**src/rtl/pong_draw_sched.sv**
```systemverilog
// pong_draw_sched: round-robin owner of the single VGA write port shared by the
// pong draw clients (0 = left paddle, 1 = right paddle, 2 = ball).
//
// Ports:
//   CLOCK_50     system clock, all state on rising edge
//   Resetn       asynchronous active-low reset
//   req          per-client request to own the VGA port (level)
//   done         per-client end-of-frame pulse, honoured only from the grantee
//   cli_x/y/color/plot  packed per-client pixel fields and write strobes
//   enable       one-hot grant, fed back to the clients' enable inputs
//   VGA_X/VGA_Y/VGA_COLOR/plot  registered pixel write to the VGA adapter
//   busy         high while a grant is held
//   timeout_err  sticky, set whenever the grant watchdog expires
module pong_draw_sched #(
  parameter int unsigned NCLI = 3,
  parameter int unsigned TO_W = 22
) (
  input  logic              CLOCK_50,
  input  logic              Resetn,
  input  logic [NCLI-1:0]   req,
  input  logic [NCLI-1:0]   done,
  input  logic [NCLI*8-1:0] cli_x,
  input  logic [NCLI*7-1:0] cli_y,
  input  logic [NCLI*3-1:0] cli_color,
  input  logic [NCLI-1:0]   cli_plot,
  output logic [NCLI-1:0]   enable,
  output logic [7:0]        VGA_X,
  output logic [6:0]        VGA_Y,
  output logic [2:0]        VGA_COLOR,
  output logic              plot,
  output logic              busy,
  output logic              timeout_err
);

  localparam int unsigned PW = (NCLI > 1) ? $clog2(NCLI) : 1;

  localparam logic [1:0] IDLE  = 2'd0;
  localparam logic [1:0] GRANT = 2'd1;
  localparam logic [1:0] GAP   = 2'd2;

  logic [1:0]      state_q, state_d;
  logic [NCLI-1:0] gnt_q, gnt_d;
  logic [PW-1:0]   gidx_q, gidx_d;
  logic [PW-1:0]   ptr_q, ptr_d;
  logic [TO_W-1:0] wd_q, wd_d;
  logic            terr_d;

  // First requester at or after ptr, searching modulo NCLI.
  logic          sel_found;
  logic [PW-1:0] sel_idx;
  logic [PW-1:0] cand;

  always_comb begin
    sel_found = 1'b0;
    sel_idx   = '0;
    cand      = '0;
    for (int i = 0; i < NCLI; i++) begin
      cand = PW'((32'(ptr_q) + i) % NCLI);
      if (!sel_found && req[cand]) begin
        sel_found = 1'b1;
        sel_idx   = cand;
      end
    end
  end

  // Fields of the current grantee; all zero when nobody holds the grant.
  logic [7:0] g_x;
  logic [6:0] g_y;
  logic [2:0] g_color;
  logic       g_plot;

  always_comb begin
    g_x     = '0;
    g_y     = '0;
    g_color = '0;
    g_plot  = 1'b0;
    for (int i = 0; i < NCLI; i++) begin
      if (gnt_q[i]) begin
        g_x     = cli_x[i*8 +: 8];
        g_y     = cli_y[i*7 +: 7];
        g_color = cli_color[i*3 +: 3];
        g_plot  = cli_plot[i];
      end
    end
  end

  logic g_done, g_req, wd_max, grant_exit;

  // Masking with gnt_q is what makes done from a non-grantee invisible.
  assign g_done     = |(done & gnt_q);
  assign g_req      = |(req & gnt_q);
  assign wd_max     = &wd_q;
  assign grant_exit = g_done | ~g_req | wd_max;

  always_comb begin
    state_d = state_q;
    gnt_d   = gnt_q;
    gidx_d  = gidx_q;
    ptr_d   = ptr_q;
    wd_d    = wd_q;
    terr_d  = timeout_err;
    case (state_q)
      IDLE: begin
        if (sel_found) begin
          gnt_d   = NCLI'(1) << sel_idx;
          gidx_d  = sel_idx;
          wd_d    = '0;
          state_d = GRANT;
        end
      end
      GRANT: begin
        // Saturate so the count can never wrap back to zero inside a grant.
        if (!wd_max) begin
          wd_d = wd_q + TO_W'(1);
        end
        if (grant_exit) begin
          state_d = GAP;
          gnt_d   = '0;
          ptr_d   = (gidx_q == PW'(NCLI - 1)) ? '0 : gidx_q + PW'(1);
          if (wd_max) begin
            terr_d = 1'b1;
          end
        end
      end
      GAP: begin
        state_d = IDLE;
      end
      default: begin
        state_d = IDLE;
      end
    endcase
  end

  always_ff @(posedge CLOCK_50 or negedge Resetn) begin
    if (!Resetn) begin
      state_q     <= IDLE;
      gnt_q       <= '0;
      gidx_q      <= '0;
      ptr_q       <= '0;
      wd_q        <= '0;
      timeout_err <= 1'b0;
      VGA_X       <= '0;
      VGA_Y       <= '0;
      VGA_COLOR   <= '0;
      plot        <= 1'b0;
    end else begin
      state_q     <= state_d;
      gnt_q       <= gnt_d;
      gidx_q      <= gidx_d;
      ptr_q       <= ptr_d;
      wd_q        <= wd_d;
      timeout_err <= terr_d;
      // The exit cycle is still GRANT, so the grantee's final pixel lands here.
      if (state_q == GRANT) begin
        VGA_X     <= g_x;
        VGA_Y     <= g_y;
        VGA_COLOR <= g_color;
        plot      <= g_plot;
      end else begin
        plot <= 1'b0;
      end
    end
  end

  // Combinational so an asynchronous reset drops enable in the same cycle.
  assign enable = (state_q == GRANT) ? gnt_q : '0;
  assign busy   = (state_q == GRANT);

endmodule

```
**config.mk**
```make
export PLATFORM = sky130hd
export DESIGN_NAME = pong_draw_sched
export DESIGN_NICKNAME = d
export VERILOG_FILES = /design/src/rtl/pong_draw_sched.sv
export SDC_FILE = /design/constraint.sdc
export NUM_CORES = 1
export LEC_CHECK = 0
export CAP_MARGIN = 20
export CORE_MARGIN = 2
export CORE_UTILIZATION = 40
export DETAILED_ROUTE_END_ITERATION = 16
export PLACE_DENSITY_LB_ADDON = 0.3
export SLEW_MARGIN = 10
export SYNTH_ARGS = -nofsm -noshare
export SYNTH_HDL_FRONTEND = slang
export SYNTH_SLANG_ARGS = --single-unit
```
**constraint.sdc**
```tcl
create_clock -name CLOCK_50 -period 3.3 [get_ports CLOCK_50]
set_clock_uncertainty 0.05 [all_clocks]
set_input_delay 0.33 -clock CLOCK_50 [delete_from_list [all_inputs] [get_ports CLOCK_50]]
set_output_delay 0.33 -clock CLOCK_50 [all_outputs]
set_load 0.02 [all_outputs]
```
==> summary.md <==
| Metric | Value |
|---|---|
| Fin. Hold Viols | 0 |
| Placer Congestion | 0.8321 |
| Syn Area/Cell | between 9 and 10 um2 |
| Initial antenna violation count | 0 |
| Syn_nets | approximately 380 |
| Worst path cell trace | inv_1 > buf_4 > nor2_1 > clkdlybuf4s50_1 |
| DRC | 0 |
| Most common cell after layout, fill and taps aside | clkdlybuf4s50_1 |
| Vias in the first global route | between 2000 and 3000 |
| Vias per cell | ~5.7 |
| Nets | approximately 460 |
| Least-Margin Pin Slew | ~0.8 ns |
| RR Startpoint | wd_q[0]$_DFFE_PN0P_ |
| # IOs | between 80 and 90 |
| DRT antenna net count | 0 |
| Vias | 2816 |
| Layout filler cell count | around 610 |
| PwrDens | 736.6 nW/um2 |
| Stages on the worst setup path | 4 |
| Initial DRC Count | 226 |
| Worst Reg-to-Reg Cells | 6 |
| Delay-heaviest family, CP | buffers and inverters |
| First-pass GRT wire length | ~13000 um |
| Gr usage total | between 20% and 30% |
| Critical path arrival | 2.25 ns |
| Area growth from synthesis to layout | 37.20% |
| Fraction of registers with async set/reset | 100.0% |
| Clock tree root driver cell | clkbuf_8 |
| Chip Height | ~89 um |
| Status | finished clean |
| Delay of the slowest cell on the worst path | between 0.8 and 0.9 ns |
| Post-CTS Setup Repair Bufs | 0 |
| Crit path time final | 2.634 ns |
| Core footprint | roughly 6900 um2 |
| Final setup TNS | 0 ns |
| Final Core Density | 57.58% |
| Most frequent cells in the layout | 87 x clkdlybuf4s50_1, 51 x dfrtp_1, 43 x o21ai_0 |
| Critical path class | reg -> out |
| CP max FO | 23 |
| Overflow after GRT | 0 |
| DP Area | slightly below 4000 um2 |
| Crit path buf inv count | 3 |
| Yosys reg bits | 51 |
| Leakage power | 1.532 nW |
| R2R Setup Slk | 0.80 ns |
| Worst IR Drop VDD | roughly 0.34 mV |
| Clock Pin Slew Worst Setup and Hold Paths | 0.08 ns |
| Setup violators final | 0 |
| Die ar. | between 7000 and 8000 um2 |
| CP Capture Point | enable[2] |
| # diodes | 0 |
| Finished layout cell area | slightly below 4000 um2 |
| Clock Tree Buf Depth | 2 |
| Ys flop type | dfrtp_1 |
| Syn Inst Count | roughly 310 |
| Largest net degree at the start of global routing | 38 |
| Cts hold-fix bufs | 0 |
| Number of synthesized flops with an enable pin | 0 |
| Worst path slowest cell | dfrtp_1 |
| FMAX | roughly 380 MHz |
| Clock buffer count from CTS | 5 |
| TritonCTS clock tree | built |
| Final period util | about 80% |
| Final Max Slew Viols | 0 |
| Starting Density | about two fifths |
| Clk_lat worst skew | 0.31 ns |
| First-pass DRT Iterations | 4 |
| Netlist cell types | 49 |
| Final HPWL from detailed placement | approximately 5700 um |
| WP data required | between 2 and 3 ns |
| Port bufs | 88 |
| CTS H-tree depth | 2 |
| Post-Route WL | just under 8000 um |
| Sink Count | 51 |
| CP Launch Point | gnt_q[2]$_DFFE_PN0P_ |
| Layout cells sized above 1 | between 5 and 6% |
| Synth warn | 0 |
| DIE WIDTH | just under 90 um |
| WL/cell | 15.69 um |
| Setup crit end kind | output pin |
| Reg-to-reg endpoint | ptr_q[1]$_DFFE_PN0P_ |
| Max-cap violations | 0 |
| Critical Path Start Type | flip-flop |
| Rel. slew slack | a little under half |
| Hold Path Class | in -> async |
| Sequential area share after synthesis | between 40% and 50% |
| Cts repair resizes | 0 |
| Syn Std Cell Area | between 2000 and 3000 um2 |
| Row count | 30 |
| Unrepaired setup endpoints after global routing | false |
[worst min-delay path by stage]
stage          slack, ns                        to
2_1_floorplan      -0.02  VGA_COLOR[0]$_DFFE_PN0N_
3_3_place_gp        0.40      ptr_q[0]$_DFFE_PN0P_
3_5_place_dp        0.41      ptr_q[0]$_DFFE_PN0P_
5_1_grt             0.13     gidx_q[0]$_DFFE_PN0P_
6_report            0.06      ptr_q[1]$_DFFE_PN0P_
4_1_cts             0.09      gnt_q[1]$_DFFE_PN0P_
[synth_stat cells, types with 2 or more instances]
cell / number / area share [%]
nor2_1: 12 / 1.6
a222oi_1: 2 / 0.69
o22ai_1: 4 / 0.87
o21ai_0: 43 / 7.5
dfrtp_1: 51 / 44
inv_1: 7 / 0.91
or4_1: 18 / 4.7
o211ai_1: 2 / 0.52
buf_1: 3 / 0.39
xnor2_1: 2 / 0.61
nand4_1: 5 / 1.1
and3_1: 3 / 0.65
a221o_1: 18 / 6.2
and4_1: 3 / 0.91
mux2i_1: 5 / 1.7
nand2b_1: 3 / 0.65
ha_1: 5 / 2.2
o31ai_1: 16 / 4.2
nand2_1: 33 / 4.3
clkbuf_1: 16 / 2.1
nand3_1: 12 / 2.1
o21a_1: 2 / 0.52
nor3_1: 3 / 0.52
a21oi_1: 20 / 3.5
buf_2: 2 / 0.35
[cell families after synthesis]
| logic type | synth area share [%] |
|---|---|
| AOI/OAI and AO/OA | 28.30 |
| and+or+nand+nor | 18.88 |
| xor gates and xnor gates | 0.9116 |
| buffers and inverters | 3.733 |
| muxes | 1.736 |
| adders and majority gates | 2.170 |
| DFF | 44.27 |
[registers in the layout (all words and copies together) (netlist names)]
| signal | flops |
|---|---|
| plot | 1 |
| ptr_q | 2 |
| gidx_q | 2 |
| state_q | 2 |
| VGA_COLOR | 3 |
| timeout_err | 1 |
| wd_q | 22 |
| VGA_X | 8 |
| VGA_Y | 7 |
| gnt_q | 3 |
[report_power, final]
part           internal [mW]  switching, mW
logic                  0.669          0.860
registers              0.780          0.181
clock network          0.222          0.202
[metrics by stage]
stage	cells	hold slack, ns	setup slack [ns]	total power, mW
2_1_floorplan	314	-0.01559	0.9141	1.936
3_3_place_gp	482	0.3966	0.8422	2.465
3_5_place_dp	482	0.4067	0.7544	2.498
4_1_cts	489	0.09132	0.6668	2.922
5_1_grt	490	0.1275	0.5051	3.145
6_report	490	0.05501	0.6656	2.913
[layer usage]
metal	track usage (%)	part of all wire [%]	vias up	routed length (um)
met2	32.23	46	108	3559
li1	-	-	1375	-
met3	7.110	8.7	10	667
met1	27.69	44	1323	3370
met4	4.821	1.2	0	92
met5	0	0	-	0
[final cells by class]
class / count / area, um2 / area share [%]
Tap cell: 96 / 120.1 / 3.037
Timing Repair Buffer: 94 / 920.9 / 23.28
Inverter: 7 / 26.28 / 0.6643
Clock inverter: 2 / 37.54 / 0.9491
Clock buffer: 5 / 68.82 / 1.740
Sequential cell: 51 / 1276 / 32.27
Multi-Input combinational cell: 235 / 1505 / 38.06
No activity file was read; power rests on OpenSTA's default activity.
